[config.mk]
export PLATFORM = sky130hd
export DESIGN_NAME = rgb_stream_tx
export DESIGN_NICKNAME = d
export VERILOG_FILES = /design/src/rtl/spirose_rgb_pkg.sv /design/src/rtl/rgb_stream_tx.sv
export SDC_FILE = /design/constraint.sdc
export NUM_CORES = 1
export LEC_CHECK = 0
export ABC_CLOCK_PERIOD_IN_PS = 4000
export CELL_PAD_IN_SITES_DETAIL_PLACEMENT = 1
export CELL_PAD_IN_SITES_GLOBAL_PLACEMENT = 1
export CORE_ASPECT_RATIO = 1.5
export CORE_UTILIZATION = 39
export CTS_CLUSTER_SIZE = 24
export DETAILED_ROUTE_END_ITERATION = 8
export HOLD_SLACK_MARGIN = 0.08
export PLACE_DENSITY = 0.95
export SYNTH_ARGS = -nofsm -noshare
export SYNTH_HDL_FRONTEND = slang
export SYNTH_SLANG_ARGS = --single-unit
[constraint.sdc]
create_clock -name clk -period 4 [get_ports clk]
set_clock_uncertainty 0.2 [all_clocks]
set_input_delay 1.2 -clock clk [delete_from_list [all_inputs] [get_ports clk]]
set_output_delay 1.2 -clock clk [all_outputs]
set_load 0.03 [all_outputs]
[src/rtl/spirose_rgb_pkg.sv]
// Shared geometry, output word type and transmit FSM encoding for the
// parallel RGB stream.
package spirose_rgb_pkg;

  localparam int unsigned UBLOCK_W = 8;
  localparam int unsigned UBLOCK_H = 16;
  localparam int unsigned BLOCKS_X = 5;
  localparam int unsigned BLOCKS_Y = 3;
  localparam int unsigned H_ACTIVE = UBLOCK_W * BLOCKS_X;
  localparam int unsigned V_ACTIVE = UBLOCK_H * BLOCKS_Y;

  typedef struct packed {
    logic [23:0] rgb;
    logic        hsync;
    logic        vsync;
  } rgb_word_t;

  typedef enum logic [1:0] {IDLE, VBLANK, ACTIVE, HBLANK} tx_state_t;

  // Byte swap so the receiver's unpacking yields the original pixel.
  function automatic logic [23:0] pack_rgb(input logic [23:0] d);
    return {d[7:0], d[15:8], d[23:16]};
  endfunction

endpackage

[src/rtl/rgb_stream_tx.sv]
// Transmit end of the parallel RGB stream: serialises valid/ready pixels into
// framed {rgb, hsync, vsync} words written to the CDC FIFO.
module rgb_stream_tx #(
  parameter int unsigned H_ACTIVE = spirose_rgb_pkg::H_ACTIVE,
  parameter int unsigned V_ACTIVE = spirose_rgb_pkg::V_ACTIVE,
  parameter int unsigned H_BLANK  = 4,
  parameter int unsigned V_BLANK  = 8
) (
  input  logic        clk,
  input  logic        nrst,
  input  logic        enable,
  input  logic [23:0] in_data,
  input  logic        in_sof,
  input  logic        in_valid,
  output logic        in_ready,
  input  logic        fifo_full,
  output logic        fifo_wr,
  output logic [23:0] rgb,
  output logic        hsync,
  output logic        vsync,
  output logic        frame_done,
  output logic        sync_err
);
  import spirose_rgb_pkg::*;

  localparam int unsigned MAX_BLANK = (H_BLANK > V_BLANK) ? H_BLANK : V_BLANK;
  localparam int unsigned PX_W = (H_ACTIVE > 1) ? $clog2(H_ACTIVE) : 1;
  localparam int unsigned LN_W = (V_ACTIVE > 1) ? $clog2(V_ACTIVE) : 1;
  localparam int unsigned BL_W = (MAX_BLANK > 1) ? $clog2(MAX_BLANK) : 1;

  tx_state_t       state, state_nxt;
  logic [PX_W-1:0] px;
  logic [LN_W-1:0] line;
  logic [BL_W-1:0] blank;
  rgb_word_t       out_word, word_nxt;
  logic            accept, at_origin, discard;
  logic            last_px, last_line, last_vblank, last_hblank;
  logic            word_en, fd_nxt, se_nxt;

  assign in_ready    = (state == ACTIVE) & ~fifo_full;
  assign accept      = in_valid & in_ready;
  assign at_origin   = (px == '0) && (line == '0);
  assign discard     = accept & at_origin & ~in_sof;
  assign last_px     = (px == PX_W'(H_ACTIVE - 1));
  assign last_line   = (line == LN_W'(V_ACTIVE - 1));
  assign last_vblank = (blank == BL_W'(V_BLANK - 1));
  assign last_hblank = (blank == BL_W'(H_BLANK - 1));

  always_ff @(posedge clk or negedge nrst) begin
    if (!nrst) state <= IDLE;
    else       state <= state_nxt;
  end

  // A blocked FIFO holds the final word of a state, so the state holds too.
  always_comb begin
    state_nxt = state;
    unique case (state)
      IDLE:   if (enable) state_nxt = VBLANK;
      VBLANK: if (!fifo_full && last_vblank) state_nxt = ACTIVE;
      ACTIVE: if (accept && !discard && last_px) state_nxt = HBLANK;
      HBLANK: if (!fifo_full && last_hblank) begin
        if (!last_line)  state_nxt = ACTIVE;
        else if (enable) state_nxt = VBLANK;
        else             state_nxt = IDLE;
      end
      default: state_nxt = IDLE;
    endcase
  end

  // Pixel at the origin without sof is dropped; sof elsewhere is only flagged.
  always_comb begin
    word_en  = 1'b0;
    word_nxt = '0;
    fd_nxt   = 1'b0;
    se_nxt   = 1'b0;
    unique case (state)
      VBLANK: word_en = ~fifo_full;
      ACTIVE: begin
        se_nxt         = accept & (at_origin ^ in_sof);
        word_en        = accept & ~discard;
        word_nxt.rgb   = pack_rgb(in_data);
        word_nxt.hsync = 1'b1;
        word_nxt.vsync = 1'b1;
        fd_nxt         = word_en & last_px & last_line;
      end
      HBLANK: begin
        word_en        = ~fifo_full;
        word_nxt.vsync = 1'b1;
      end
      default: word_en = 1'b0;
    endcase
  end

  always_ff @(posedge clk or negedge nrst) begin
    if (!nrst) begin
      px    <= '0;
      line  <= '0;
      blank <= '0;
    end else begin
      unique case (state)
        VBLANK: if (!fifo_full) blank <= last_vblank ? '0 : blank + 1'b1;
        ACTIVE: if (word_en) px <= last_px ? '0 : px + 1'b1;
        HBLANK: if (!fifo_full) begin
          if (last_hblank) begin
            blank <= '0;
            line  <= last_line ? '0 : line + 1'b1;
          end else begin
            blank <= blank + 1'b1;
          end
        end
        default: ;
      endcase
    end
  end

  always_ff @(posedge clk or negedge nrst) begin
    if (!nrst) begin
      fifo_wr    <= 1'b0;
      out_word   <= '0;
      frame_done <= 1'b0;
      sync_err   <= 1'b0;
    end else begin
      fifo_wr    <= word_en;
      frame_done <= fd_nxt;
      sync_err   <= se_nxt;
      if (word_en) out_word <= word_nxt;
    end
  end

  assign rgb   = out_word.rgb;
  assign hsync = out_word.hsync;
  assign vsync = out_word.vsync;

endmodule

### Word level (Yosys, flattened, before mapping)

Cells that the tools add are included.

| word-level totals | value |
|---|---|
| register bits after elaboration | 46 |
| input port bits | 30 |
| output and inout port bits | 30 |
| word-level logic and storage cells | 74 |

| cells by class | value |
|---|---|
| add/subtract/negate cells | 3 |
| eq/ne operators | 13 |
| mux-type cells | 19 |
| bitwise operators | 12 |
| reduce and logical (&&, ||, !) cells | 17 |

Operator list:

| cell | count |
|---|---|
| 2-to-1 mux 25 bit | 1 |
| adder 6 x 1 -> 6 bit (second input constant) | 2 |
| equality test 6 bit (second input constant) | 2 |
| zero test 6 bit | 2 |
| 2-to-1 mux 3 bit | 4 |
| 2-to-1 mux 6 bit | 2 |
| 2-to-1 mux 2 bit | 5 |
| inequality test 2 bit (second input constant) | 5 |
| bitwise AND 1 bit | 8 |
| one-hot mux 2 bit (4 select lines) | 1 |
| one-hot mux 3 bit (2 select lines) | 1 |
| AND reduction 3 bit | 2 |
| logical AND 1 bit | 5 |
| equality test 2 bit (second input constant) | 2 |
| 2-to-1 mux 1 bit | 4 |
| AND reduction 4 bit | 1 |
| OR reduction 2 bit | 2 |
| adder 3 x 1 -> 3 bit (second input constant) | 1 |
| equality test 3 x 2 -> 1 bit (second input constant) | 1 |
| equality test 3 bit (second input constant) | 1 |
| NOT 1 bit | 3 |
| equality test 2 x 1 -> 1 bit (second input constant) | 1 |
| zero test 1 bit | 2 |
| zero test 2 bit | 1 |
| 5 further kinds | 5 |

### Logic depth before layout (Yosys ltp)

| depth | value |
|---|---|
| depth after elaboration | 10 |
| gate-level depth with buffers | 7 |
| mapped depth without buffers | 6 |

### Worst setup path before layout

OpenSTA, ideal clock, no wires.

| timing path | value |
|---|---|
| path type | input -> output |
| from | input fifo_full |
| to | output in_ready |
| data arrival time | 1.977 ns |
| required time | 2.600 ns |
| setup slack | 0.623 ns |
| stages on the path | 1 |
| path buffers | 0 |
| path through | nor3b_1 |

| between the ends | value |
|---|---|
| word-level cells in the longest chain between the ends | 2 |

RTL lines:

| what | line | RTL |
|---|---|---|
| from (decl) | rgb_stream_tx.sv:16 | `input logic fifo_full,` |
| NOT 1 bit (no source line) | -- |  |
| bitwise AND 1 bit | rgb_stream_tx.sv:40 | `assign in_ready = (state == ACTIVE) & ~fifo_full;` |
| to (decl) | rgb_stream_tx.sv:15 | `output logic in_ready,` |

No other way between the ends.

### Worst setup path in the final report

Ends and elaborated chain as after synthesis.

==> reports/results.txt <==
Startpoint types = input port
Cells after Synth = 220
Detailed placement HPWL = 4020 µm
Sequential share of power = 0.433
Post-synth net total = 258
Critical R2R Capture = rgb[5]
Grt met1 use = 0.217
Gr ovfl total = 0
Full die area = 6060 µm²
Row cnt = 33
Synth cell types = 37
Max incr delay on CP = 500 ps
Core area = 5490 µm²
Vias per cell = 5.02
Status = finished, final reports clean
Maximum VDD drop = 0.243 mV
Synth Flop Type = dfrtp_1
Fin nets = 321
Post-synth EDFFs = 0
Largest net degree at the start of global routing = 47
Hold-fix buffers, CTS = 0
Number of global-route vias before repair = 1944
Max H-tree Level = 2
Total negative slack = 0 ps
Cts repair resizes = 0
CTS sink cnt = 46
Crit. End Element = output port
Post-CTS Setup Bufs = 0
Leak pwr = 1.40 nW
Min-delay worst type = reg -> reg
Worst-margin pin slew = 1020 ps
Routed WL = 5360 µm
Worst path slowest cell = clkdlybuf4s50_1
Synthesized area per cell = 10.2 µm²
Placer Congestion = 0.782
Clock Power Share = 0.170
Power Dens Cells = 529 nW/µm²
Via count = 1771
Die Height = 94.9 µm
Fmax = 276 MHz
CP Class = in -> out
Busiest layer in global routing = met2
Initial Util = 0.408
DRT antenna net count = 0
CTS Buffer Depth = 2
Async SR Flop Fraction = 1.00
Combinational share of power = 0.398
Wire length per cell = 15.2 µm
Tot GR Track Use = 0.197
Total power = 1.58 mW
R2R Path Start = px[0]
Drt drc = 0
CP arrival = 2220 ps
Global-route wire length before repair = 9060 µm
Routing usage on met2 = 0.358
Clock latency on the worst-skew pair = 300 ps
Hold Crit Start = blank[1]
Internal power = 0.984 mW
Pre-Repair DR Iteration Count = 3
Yosys warns = 0
Sw frac = 0.379
Crit share post-route = 0.904
P&R area growth vs syn = 33.5%
# diodes = 0
Seq cells post-synth = 46
Cell Area, Synth = 2240 µm²
RSZ-0062 raised after global routing = no
WP data required = 2600 ps
Max-cap violations = 0
Hold path cells = 2
Final Hold Violating Endpoints = 0
CTS tree = built
Io pins = 60
Die width = 63.9 µm
Clock-pin transition on the worst setup and hold timing paths = 80 ps
Min Tclk post-route = 3620 ps
# port buffers = 59
Met3 usage = 0.0386
Cell breakdown of the critical path = clkdlybuf4s50_1 -> nor3b_1 -> buf_4
Crit-path max FO = 6
Max-slew violations = 0
Initial antenna violation count = 0
Share of cells above drive strength 1 = 0.0671
CTS Buf Count = 5
Hold endpoint = blank[1]
Final setup vio count = 0
R2R Setup Slk = 1620 ps
Relative slew slack = 0.318
Worst r2r path cells = 7
Root buffer cell = clkbuf_8
Sequential fraction of the synthesis area = 0.513
Initial DRC count = 67
Total net switching power = 0.601 mW
## placed cells by master, fill, tap and decap left out, drive strengths merged, types with 2 or more instances in the layout
| cell type | count |
|---|---|
| mux2 | 3 |
| nand2 | 37 |
| and3 | 4 |
| xnor2 | 3 |
| a21oi | 4 |
| dfrtp | 46 |
| nand4 | 3 |
| nor3b | 2 |
| nand2b | 2 |
| ha | 8 |
| or4b | 2 |
| clkbuf | 7 |
| buf | 7 |
| nor3 | 3 |
| nand3 | 4 |
| a21o | 5 |
| o21ai | 6 |
| nor2 | 10 |
| inv | 31 |
| nor4 | 2 |
| clkdlybuf4s50 | 57 |
| mux2i | 25 |
## logic make-up (layout without fill, tap and decap cells)
family | after synthesis | count (layout) | synth area share
AO/OA/AOI/OAI | 20 | 20 | 0.0575
XOR/XNOR | 4 | 4 | 0.0156
adder cells (fa/ha/maj) | 8 | 8 | 0.0446
buffers and inverters | 39 | 102 | 0.0698
flip-flops | 46 | 46 | 0.513
multiplexers | 28 | 28 | 0.130
AND/OR/NAND/NOR | 75 | 75 | 0.169
## cell type report
| type | instances | area, µm² |
|---|---|---|
| Multi-Input combinational cell | 135 | 942 |
| Clock buffer | 7 | 76.3 |
| Inverter | 31 | 116 |
| Timing Repair Buffer | 64 | 621 |
| Tap cell | 70 | 87.6 |
| Fill cell | 610 | 2500 |
| Sequential cell | 46 | 1150 |
## worst max-delay path: cells and delay by family
family | cells | cell delay [ps]
AND/OR/NAND/NOR | 1 | 300
buffers and inverters | 2 | 720
## metal layers
| metal | part of all wire | vias to the layer above |
|---|---|---|
| met2 | 0.54 | 42 |
| met5 | 0 | - |
| met4 | 0.027 | 0 |
| li1 | - | 844 |
| met3 | 0.034 | 11 |
| met1 | 0.40 | 874 |
## registers in the layout (all words and copies together), names as in the netlist, 2 cells and up
signal,flops
rgb,24
line,6
state,2
blank,3
px,6
## synth_stat cells, types with 2 or more instances
library cell,n,area share
a21o_1,5,0.017
nand2b_1,2,0.0056
nor3b_1,2,0.0067
nand2_1,37,0.062
nand3_1,4,0.0089
nor3_1,3,0.0067
ha_1,8,0.045
clkbuf_1,5,0.0084
mux2_4,2,0.013
nor2_1,10,0.017
o21ai_0,6,0.013
buf_2,2,0.0045
xnor2_1,3,0.012
a21oi_1,4,0.0089
dfrtp_1,46,0.51
mux2i_1,25,0.11
inv_1,31,0.052
nand4_1,3,0.0084
and3_1,4,0.011
## worst max path at each step
stage | start | endpoint | slack (ps) | depth (start not counted)
2_1_floorplan | fifo_full | in_ready | 620 | 1
3_3_place_gp | fifo_full | in_ready | 460 | 3
3_5_place_dp | fifo_full | in_ready | 410 | 3
4_1_cts | fifo_full | in_ready | 400 | 3
5_1_grt | fifo_full | in_ready | 360 | 3
6_report | fifo_full | in_ready | 380 | 3
## power by group through the flow
| stage | clock, mW | sequential, mW | combinational, mW |
|---|---|---|---|
| after detailed placement | 0 | 0.693 | 0.638 |
| after global placement | 0 | 0.687 | 0.606 |
| final | 0.269 | 0.685 | 0.631 |
| after floorplan | 0 | 0.778 | 0.290 |
| after global routing | 0.296 | 0.705 | 0.691 |
| after CTS | 0.280 | 0.687 | 0.643 |
## through the flow
stage	cells	hold slack [ps]	cell area [µm²]	worst slack (ps)	util
after floorplan	220	243	2240	623	-
after global placement	346	261	2920	458	0.531
after detailed placement	346	286	2920	412	0.531
after CTS	353	304	2990	399	0.545
after global routing	353	319	2990	361	0.545
final	353	295	2990	383	0.545
Note: power is estimated with default switching activity, not from simulation.
